`src/rtl/cpu_pkg.sv`:
```
// Shared types and constants for the LEGv8 pipeline: op encoding, opcodes,
// and the ID/EX register layout.
package cpu_pkg;

    localparam int DW = 64;
    localparam int AW = 5;
    localparam logic [AW-1:0] XZR = 5'd31;

    typedef enum logic [3:0] {
        OP_NOP  = 4'd0,
        OP_ADD  = 4'd1,
        OP_SUB  = 4'd2,
        OP_ADDI = 4'd3,
        OP_LDUR = 4'd4,
        OP_STUR = 4'd5,
        OP_CBZ  = 4'd6,
        OP_B    = 4'd7
    } op_t;

    localparam logic [10:0] OPC_ADD  = 11'b10001011000;
    localparam logic [10:0] OPC_SUB  = 11'b11001011000;
    localparam logic [9:0]  OPC_ADDI = 10'b1001000100;
    localparam logic [10:0] OPC_LDUR = 11'b11111000010;
    localparam logic [10:0] OPC_STUR = 11'b11111000000;
    localparam logic [7:0]  OPC_CBZ  = 8'b10110100;
    localparam logic [5:0]  OPC_B    = 6'b000101;

    typedef struct packed {
        logic          valid;
        logic [DW-1:0] pc;
        op_t           op;
        logic [DW-1:0] opa;
        logic [DW-1:0] opb;
        logic [DW-1:0] imm;
        logic [AW-1:0] dst;
        logic          reg_write;
        logic          is_load;
    } idex_t;

endpackage

```
`src/rtl/id_stage_if.sv`:
```
// Decode-stage pipeline connections: IF/ID input, regfile read port,
// EX/MEM/WB forwarding sources and the ID/EX register outputs.
interface id_stage_if #(
    parameter int DW = 64,
    parameter int AW = 5
) ();
    logic          if_valid;
    logic [31:0]   if_instr;
    logic [DW-1:0] if_pc;
    logic          id_ready;

    logic [AW-1:0] rf_rd_reg1;
    logic [AW-1:0] rf_rd_reg2;
    logic [DW-1:0] rf_rd_data1;
    logic [DW-1:0] rf_rd_data2;

    logic          ex_ready;
    logic [DW-1:0] ex_alu_result;
    logic          flush;
    logic          mem_reg_write;
    logic [AW-1:0] mem_dst;
    logic [DW-1:0] mem_fwd_data;
    logic          wb_reg_write;
    logic [AW-1:0] wb_dst;
    logic [DW-1:0] wb_data;

    logic          idex_valid;
    logic [DW-1:0] idex_pc;
    cpu_pkg::op_t  idex_op;
    logic [DW-1:0] idex_opa;
    logic [DW-1:0] idex_opb;
    logic [DW-1:0] idex_imm;
    logic [AW-1:0] idex_dst;
    logic          idex_reg_write;
    logic          idex_is_load;

    modport master (
        output if_valid, if_instr, if_pc, rf_rd_data1, rf_rd_data2,
               ex_ready, ex_alu_result, flush, mem_reg_write, mem_dst, mem_fwd_data,
               wb_reg_write, wb_dst, wb_data,
        input  id_ready, rf_rd_reg1, rf_rd_reg2, idex_valid, idex_pc, idex_op,
               idex_opa, idex_opb, idex_imm, idex_dst, idex_reg_write, idex_is_load
    );

    modport slave (
        input  if_valid, if_instr, if_pc, rf_rd_data1, rf_rd_data2,
               ex_ready, ex_alu_result, flush, mem_reg_write, mem_dst, mem_fwd_data,
               wb_reg_write, wb_dst, wb_data,
        output id_ready, rf_rd_reg1, rf_rd_reg2, idex_valid, idex_pc, idex_op,
               idex_opa, idex_opb, idex_imm, idex_dst, idex_reg_write, idex_is_load
    );
endinterface

```
`src/rtl/instr_decode.sv`:
```
// Combinational LEGv8 decoder: opcode class, register sources with use flags,
// destination and extended immediate. Unused register fields read as XZR.
module instr_decode
    import cpu_pkg::*;
(
    input  logic [31:0]   instr_i,
    output op_t           op_o,
    output logic [AW-1:0] src1_o,
    output logic [AW-1:0] src2_o,
    output logic          uses1_o,
    output logic          uses2_o,
    output logic [AW-1:0] dst_o,
    output logic [DW-1:0] imm_o
);
    logic [AW-1:0] rd, rn, rm;

    assign rd = instr_i[4:0];
    assign rn = instr_i[9:5];
    assign rm = instr_i[20:16];

    always_comb begin
        // NOTE: every output gets a default first so no path leaves one unassigned (no latches).
        op_o    = OP_NOP;
        src1_o  = XZR;
        src2_o  = XZR;
        uses1_o = 1'b0;
        uses2_o = 1'b0;
        dst_o   = XZR;
        imm_o   = '0;

        if (instr_i[31:21] == OPC_ADD || instr_i[31:21] == OPC_SUB) begin
            op_o    = (instr_i[31:21] == OPC_ADD) ? OP_ADD : OP_SUB;
            src1_o  = rn;
            uses1_o = 1'b1;
            src2_o  = rm;
            uses2_o = 1'b1;
            dst_o   = rd;
        end else if (instr_i[31:22] == OPC_ADDI) begin
            op_o    = OP_ADDI;
            src1_o  = rn;
            uses1_o = 1'b1;
            dst_o   = rd;
            imm_o   = {{(DW-12){1'b0}}, instr_i[21:10]};
        end else if (instr_i[31:21] == OPC_LDUR || instr_i[31:21] == OPC_STUR) begin
            src1_o  = rn;
            uses1_o = 1'b1;
            imm_o   = {{(DW-9){instr_i[20]}}, instr_i[20:12]};
            if (instr_i[31:21] == OPC_LDUR) begin
                op_o  = OP_LDUR;
                dst_o = rd;
            end else begin
                // Store data comes through the second read port.
                op_o    = OP_STUR;
                src2_o  = rd;
                uses2_o = 1'b1;
            end
        end else if (instr_i[31:24] == OPC_CBZ) begin
            op_o    = OP_CBZ;
            src1_o  = rd;
            uses1_o = 1'b1;
            imm_o   = {{(DW-21){instr_i[23]}}, instr_i[23:5], 2'b00};
        end else if (instr_i[31:26] == OPC_B) begin
            op_o  = OP_B;
            imm_o = {{(DW-28){instr_i[25]}}, instr_i[25:0], 2'b00};
        end
    end
endmodule

```
`src/rtl/id_stage.sv`:
```
// LEGv8 decode stage: operand forwarding from EX/MEM/WB, load-use stall,
// and the ID/EX pipeline register.
module id_stage
    import cpu_pkg::*;
(
    input  logic     clk,
    input  logic     reset,
    id_stage_if.slave bus
);
    op_t           dec_op;
    logic [AW-1:0] dec_src1, dec_src2, dec_dst;
    logic          dec_uses1, dec_uses2;
    logic [DW-1:0] dec_imm;
    logic          dec_valid;
    logic          load_use, hold;
    idex_t         idex_q, idex_d;

    instr_decode u_decode (
        .instr_i (bus.if_instr),
        .op_o    (dec_op),
        .src1_o  (dec_src1),
        .src2_o  (dec_src2),
        .uses1_o (dec_uses1),
        .uses2_o (dec_uses2),
        .dst_o   (dec_dst),
        .imm_o   (dec_imm)
    );

    // Youngest producer wins; loads in ID/EX have no data yet and stall instead.
    function automatic logic [DW-1:0] fwd(input logic [AW-1:0] src, input logic [DW-1:0] rf_data);
        if (src == XZR)
            return '0;
        else if (idex_q.valid && idex_q.reg_write && idex_q.dst == src && !idex_q.is_load)
            return bus.ex_alu_result;
        else if (bus.mem_reg_write && bus.mem_dst == src)
            return bus.mem_fwd_data;
        else if (bus.wb_reg_write && bus.wb_dst == src)
            return bus.wb_data;
        else
            return rf_data;
    endfunction

    assign dec_valid = bus.if_valid && (dec_op != OP_NOP);
    assign load_use  = idex_q.valid && idex_q.is_load && (idex_q.dst != XZR) &&
                       ((dec_uses1 && dec_src1 == idex_q.dst) ||
                        (dec_uses2 && dec_src2 == idex_q.dst));
    assign hold      = idex_q.valid && !bus.ex_ready;

    assign bus.id_ready   = bus.flush || (!load_use && !hold);
    assign bus.rf_rd_reg1 = dec_src1;
    assign bus.rf_rd_reg2 = dec_src2;

    always_comb begin
        idex_d = idex_q;
        if (bus.flush || (!hold && load_use)) begin
            idex_d.valid     = 1'b0;
            idex_d.reg_write = 1'b0;
            idex_d.is_load   = 1'b0;
        end else if (!hold) begin
            idex_d.valid     = dec_valid;
            idex_d.pc        = bus.if_pc;
            idex_d.op        = dec_op;
            idex_d.opa       = fwd(dec_src1, bus.rf_rd_data1);
            idex_d.opb       = fwd(dec_src2, bus.rf_rd_data2);
            idex_d.imm       = dec_imm;
            idex_d.dst       = dec_dst;
            idex_d.reg_write = dec_valid && (dec_dst != XZR);
            idex_d.is_load   = dec_valid && (dec_op == OP_LDUR);
        end
    end

    always_ff @(posedge clk) begin
        // NOTE: state registers use non-blocking assignment so every flop samples pre-edge values.
        if (reset)
            idex_q <= '0;
        else
            idex_q <= idex_d;
    end

    assign bus.idex_valid     = idex_q.valid;
    assign bus.idex_pc        = idex_q.pc;
    assign bus.idex_op        = idex_q.op;
    assign bus.idex_opa       = idex_q.opa;
    assign bus.idex_opb       = idex_q.opb;
    assign bus.idex_imm       = idex_q.imm;
    assign bus.idex_dst       = idex_q.dst;
    assign bus.idex_reg_write = idex_q.reg_write;
    assign bus.idex_is_load   = idex_q.is_load;
endmodule

```
`src/flat_wrapper.sv`:
```
// flat-port wrapper written by rule: the top's interface ports become plain ports
module id_stage_flat import cpu_pkg::*;
  (clk, reset, bus_if_valid, bus_if_instr, bus_if_pc, bus_rf_rd_data1, bus_rf_rd_data2, bus_ex_ready, bus_ex_alu_result, bus_flush, bus_mem_reg_write, bus_mem_dst, bus_mem_fwd_data, bus_wb_reg_write, bus_wb_dst, bus_wb_data, bus_id_ready, bus_rf_rd_reg1, bus_rf_rd_reg2, bus_idex_valid, bus_idex_pc, bus_idex_op, bus_idex_opa, bus_idex_opb, bus_idex_imm, bus_idex_dst, bus_idex_reg_write, bus_idex_is_load);
  id_stage_if #(.DW(64), .AW(5)) bus_i ();
  input  logic clk;
  input  logic reset;
  input wire logic [$bits(bus_i.if_valid)-1:0] bus_if_valid;
  input wire logic [$bits(bus_i.if_instr)-1:0] bus_if_instr;
  input wire logic [$bits(bus_i.if_pc)-1:0] bus_if_pc;
  input wire logic [$bits(bus_i.rf_rd_data1)-1:0] bus_rf_rd_data1;
  input wire logic [$bits(bus_i.rf_rd_data2)-1:0] bus_rf_rd_data2;
  input wire logic [$bits(bus_i.ex_ready)-1:0] bus_ex_ready;
  input wire logic [$bits(bus_i.ex_alu_result)-1:0] bus_ex_alu_result;
  input wire logic [$bits(bus_i.flush)-1:0] bus_flush;
  input wire logic [$bits(bus_i.mem_reg_write)-1:0] bus_mem_reg_write;
  input wire logic [$bits(bus_i.mem_dst)-1:0] bus_mem_dst;
  input wire logic [$bits(bus_i.mem_fwd_data)-1:0] bus_mem_fwd_data;
  input wire logic [$bits(bus_i.wb_reg_write)-1:0] bus_wb_reg_write;
  input wire logic [$bits(bus_i.wb_dst)-1:0] bus_wb_dst;
  input wire logic [$bits(bus_i.wb_data)-1:0] bus_wb_data;
  output wire logic [$bits(bus_i.id_ready)-1:0] bus_id_ready;
  output wire logic [$bits(bus_i.rf_rd_reg1)-1:0] bus_rf_rd_reg1;
  output wire logic [$bits(bus_i.rf_rd_reg2)-1:0] bus_rf_rd_reg2;
  output wire logic [$bits(bus_i.idex_valid)-1:0] bus_idex_valid;
  output wire logic [$bits(bus_i.idex_pc)-1:0] bus_idex_pc;
  output wire logic [$bits(bus_i.idex_op)-1:0] bus_idex_op;
  output wire logic [$bits(bus_i.idex_opa)-1:0] bus_idex_opa;
  output wire logic [$bits(bus_i.idex_opb)-1:0] bus_idex_opb;
  output wire logic [$bits(bus_i.idex_imm)-1:0] bus_idex_imm;
  output wire logic [$bits(bus_i.idex_dst)-1:0] bus_idex_dst;
  output wire logic [$bits(bus_i.idex_reg_write)-1:0] bus_idex_reg_write;
  output wire logic [$bits(bus_i.idex_is_load)-1:0] bus_idex_is_load;
  assign bus_i.if_valid = bus_if_valid;
  assign bus_i.if_instr = bus_if_instr;
  assign bus_i.if_pc = bus_if_pc;
  assign bus_i.rf_rd_data1 = bus_rf_rd_data1;
  assign bus_i.rf_rd_data2 = bus_rf_rd_data2;
  assign bus_i.ex_ready = bus_ex_ready;
  assign bus_i.ex_alu_result = bus_ex_alu_result;
  assign bus_i.flush = bus_flush;
  assign bus_i.mem_reg_write = bus_mem_reg_write;
  assign bus_i.mem_dst = bus_mem_dst;
  assign bus_i.mem_fwd_data = bus_mem_fwd_data;
  assign bus_i.wb_reg_write = bus_wb_reg_write;
  assign bus_i.wb_dst = bus_wb_dst;
  assign bus_i.wb_data = bus_wb_data;
  assign bus_id_ready = bus_i.id_ready;
  assign bus_rf_rd_reg1 = bus_i.rf_rd_reg1;
  assign bus_rf_rd_reg2 = bus_i.rf_rd_reg2;
  assign bus_idex_valid = bus_i.idex_valid;
  assign bus_idex_pc = bus_i.idex_pc;
  assign bus_idex_op = bus_i.idex_op;
  assign bus_idex_opa = bus_i.idex_opa;
  assign bus_idex_opb = bus_i.idex_opb;
  assign bus_idex_imm = bus_i.idex_imm;
  assign bus_idex_dst = bus_i.idex_dst;
  assign bus_idex_reg_write = bus_i.idex_reg_write;
  assign bus_idex_is_load = bus_i.idex_is_load;
  id_stage u_core (.clk(clk), .reset(reset), .bus(bus_i));
endmodule
```
`config.mk`:
```
export PLATFORM = sky130hd
export DESIGN_NAME = id_stage_flat
export DESIGN_NICKNAME = d
export VERILOG_FILES = /design/src/rtl/cpu_pkg.sv /design/src/rtl/id_stage_if.sv /design/src/rtl/instr_decode.sv /design/src/rtl/id_stage.sv /design/src/flat_wrapper.sv
export SDC_FILE = /design/constraint.sdc
export NUM_CORES = 1
export LEC_CHECK = 0
export ABC_AREA = 1
export CAP_MARGIN = 30
export CELL_PAD_IN_SITES_DETAIL_PLACEMENT = 0
export CELL_PAD_IN_SITES_GLOBAL_PLACEMENT = 2
export CORE_AREA = 3 3 280 282
export DETAILED_ROUTE_END_ITERATION = 7
export DIE_AREA = 0 0 283 285
export PLACE_DENSITY_LB_ADDON = 0.1
export SYNTH_ARGS = -nofsm -noshare
export SYNTH_HDL_FRONTEND = slang
export SYNTH_SLANG_ARGS = --single-unit
```
`constraint.sdc`:
```
create_clock -name clk -period 3.8 [get_ports clk]
set_input_delay 0.38 -clock clk [delete_from_list [all_inputs] [get_ports clk]]
set_output_delay 0.38 -clock clk [all_outputs]
set_load 0.01 [all_outputs]
```
==> flow_summary.json <==
{
  "relSlewSlack_pct": 41.2,
  "irDropWorstVdd_mv": 0.253,
  "gp_congestion": 0.881,
  "ant_nets": 0,
  "drive_gt1_share_pct": 7.41,
  "final_core_util_pct": 33.4,
  "wl_um": 99000,
  "power.total_mw": 7.52,
  "antenna_found_initial": 38,
  "finalHoldViolations": 0,
  "final_common_cell": "clkdlybuf4s50_1",
  "multi_input_area_um2": 8670,
  "grt_pass1_wl_um": 142000,
  "grt_max_degree": 129,
  "yosysWarnings": 0,
  "clkTransAtPathRegs_ps": 50,
  "met1_length_um": 41000,
  "via_per_inst": 4.66,
  "cts_made_buffers": 37,
  "wl_met3_um": 7020,
  "core.rowCount": 101,
  "top_layer": "met5",
  "ys_ff_latch": 231,
  "most-common-layout-cells": "708 x clkdlybuf4s50_1, 639 x nand2_1, 355 x nand3_1",
  "timing.hold.ws_ps": 205,
  "dr.pass1.iters": 5,
  "worstMarginPinSlew_ps": 882,
  "drc": 0,
  "core_um2": 75900,
  "die_w_um": 283,
  "crit_arrival_ps": 3210,
  "period_minus_slack_ps": 3590,
  "power_density_nw_per_um2": 297,
  "io_pins": 712,
  "rsz0062_at_grt": "false",
  "dp.cells": 4211,
  "power.leakage_nw": 10.5,
  "clk_latency_ps": 560,
  "area_delta_synth_final_pct": 61.5,
  "fillers": 8374,
  "die-area_um2": 80700,
  "cts_tree": "yes",
  "start_kind": "input pin",
  "hold_class": "in2reg",
  "grt_overflow": 0,
  "start_util_pct": 20.7,
  "fin_nets": 3654,
  "synth_cells": 2619,
  "clockBufferDepth": 3,
  "fin_cells": 4289,
  "drt_iter0_markers": 1351,
  "wire_per_inst_um": 23.1,
  "seqCellArea_um2": 4620,
  "die_h_um": 285,
  "critPathMaxFanout": 7,
  "dpl.hpwl_um": 74200,
  "syn-num-nets": 3052,
  "critPathCaptureType": "primary output",
  "holdBufCountCts": 0,
  "syn_area_per_cell_um2": 5.99,
  "clock.fmax_mhz": 279,
  "status": "finished, final reports clean",
  "htree_num_levels": 2,
  "postCtsSetupRepairBufs": 0,
  "first_global_vias": 19700,
  "ys_seq_area_share_pct": 29.5,
  "final-max-slew-violation-count": 0,
  "vias": 20000,
  "maxCapViolCount": 0,
  "ys_types": 43,
  "root_buffer": "clkbuf_16",
  "setup_violations": 0,
  "port_buffers": 710,
  "crit_type": "in2out",
  "cts_sinks": 231,
  "required_ps": 3420,
  "wl_met2_um": 48500,
  "groute.usage.overall_pct": 23.5,
  "period_share_pct": 94.5,
  "skew_ps": 14.6,
  "synth_area_um2": 15700
}
[what timing repair did]
action                                 in CTS  in global routing
resized for setup                           0                  5
endpoints found under the hold margin       0                  0
setup endpoints to repair                   0                  1
[final cells by class]
| class | instances | area share (%) |
|---|---|---|
| Multi-Input combinational cell | 1810 | 34.2 |
| Timing Repair Buffer | 796 | 32.6 |
| Sequential cell | 231 | 18.2 |
| Inverter | 345 | 5.13 |
| Tap cell | 1030 | 5.08 |
| Clock buffer | 50 | 4.08 |
| Clock inverter | 9 | 0.508 |
| Antenna cell | 18 | 0.178 |
[Yosys cell counts, drive strengths merged]
library cell    n  share of area, %
o211ai          3              0.14
o221ai         18               1.0
nand2         654                16
dfxtp         231                29
a211oi          2             0.096
nand3         367                12
a31oi           1             0.040
xor2            4              0.22
a21boi          1             0.048
buf           147               5.7
clkinv          1             0.024
o2111ai         1             0.056
o21ai         243               7.8
inv           344               8.2
or2             1             0.040
and2            1             0.040
conb            1             0.024
o22ai          10              0.60
clkbuf         86               2.1
nor2          182               4.5
nand3b          3              0.14
nand4          71               2.8
nor4            2             0.080
a21oi         236               8.5
nor3            9              0.32
[stage by stage]
step / setup WS [ps] / setup TNS (ps) / instance area (um2)
after floorplan: 1310 / 0 / 15700
after global placement: -23.8 / -23.8 / 24100
after detailed placement: 30.2 / 0 / 24100
after CTS: 175 / 0 / 25300
after global routing: 1.69 / 0 / 25300
final: 211 / 0 / 25400
[state kept, by name, indices dropped and copies added, names as in the netlist]
| name | cells |
|---|---|
| u_core.bus.idex_dst | 5 |
| u_core.bus.idex_imm | 28 |
| u_core.bus.idex_is_load | 1 |
| u_core.bus.idex_op | 3 |
| u_core.bus.idex_opa | 64 |
| u_core.bus.idex_opb | 64 |
| u_core.bus.idex_pc | 64 |
| u_core.bus.idex_reg_write | 1 |
| u_core.bus.idex_valid | 1 |
[worst max-delay path: stages]
cell             delay, ps
clkdlybuf4s50_1        670
nand2_2                150
nor2_1                 140
nand4_1                180
nand3_2                210
nand2_2                110
nand2_4                110
nand2_1                 70
nand2_1                 60
nand2_1                 80
nor2_2                 170
nand3_2                 90
nand2_2                100
nand2_4                 70
nand2_1                 70
nand2_1                 60
clkdlybuf4s50_1        490
[worst paths after layout]
check / from / to / slack, ps / depth (start not counted)
setup / recovery: bus_if_instr[28] / bus_id_ready / 210 / 17
hold / removal: reset / u_core.bus.idex_pc[54]$_SDFFE_PP0P_ / 200 / 2
setup reg to reg: u_core.bus.idex_dst[4]$_SDFFE_PP0P_ / u_core.bus.idex_imm[22]$_SDFFE_PP0P_ / 1340 / 9
hold reg to reg: u_core.bus.idex_imm[8]$_SDFFE_PP0P_ / u_core.bus.idex_imm[8]$_SDFFE_PP0P_ / 440 / 2
[cells by family (layout without fill, tap and decap cells)]
logic type	Yosys count	after routing	synth area share (%)
and+or+nand+nor	1290	1290	36.0
DFF	231	231	29.5
xor gates and xnor gates	4	4	0.223
buffers and inverters	578	1200	16.0
other	1	19	0.0239
AOI/OAI and AO/OA	515	515	18.3
[power by group]
group	switching (mW)	internal, mW	leakage (nW)	total (mW)
combinational	0.788	0.794	8.00	1.58
sequential	0.0571	2.51	1.89	2.57
clock	1.33	2.04	0.571	3.37
[routing by layer]
| layer | vias to the layer above | global-route usage [%] |
|---|---|---|
| met5 | - | 0 |
| met4 | 34 | 6.61 |
| met3 | 140 | 5.99 |
| met2 | 684 | 40.8 |
| met1 | 9457 | 28.6 |
| li1 | 9682 | - |
Power figures use the tool's default switching activity.
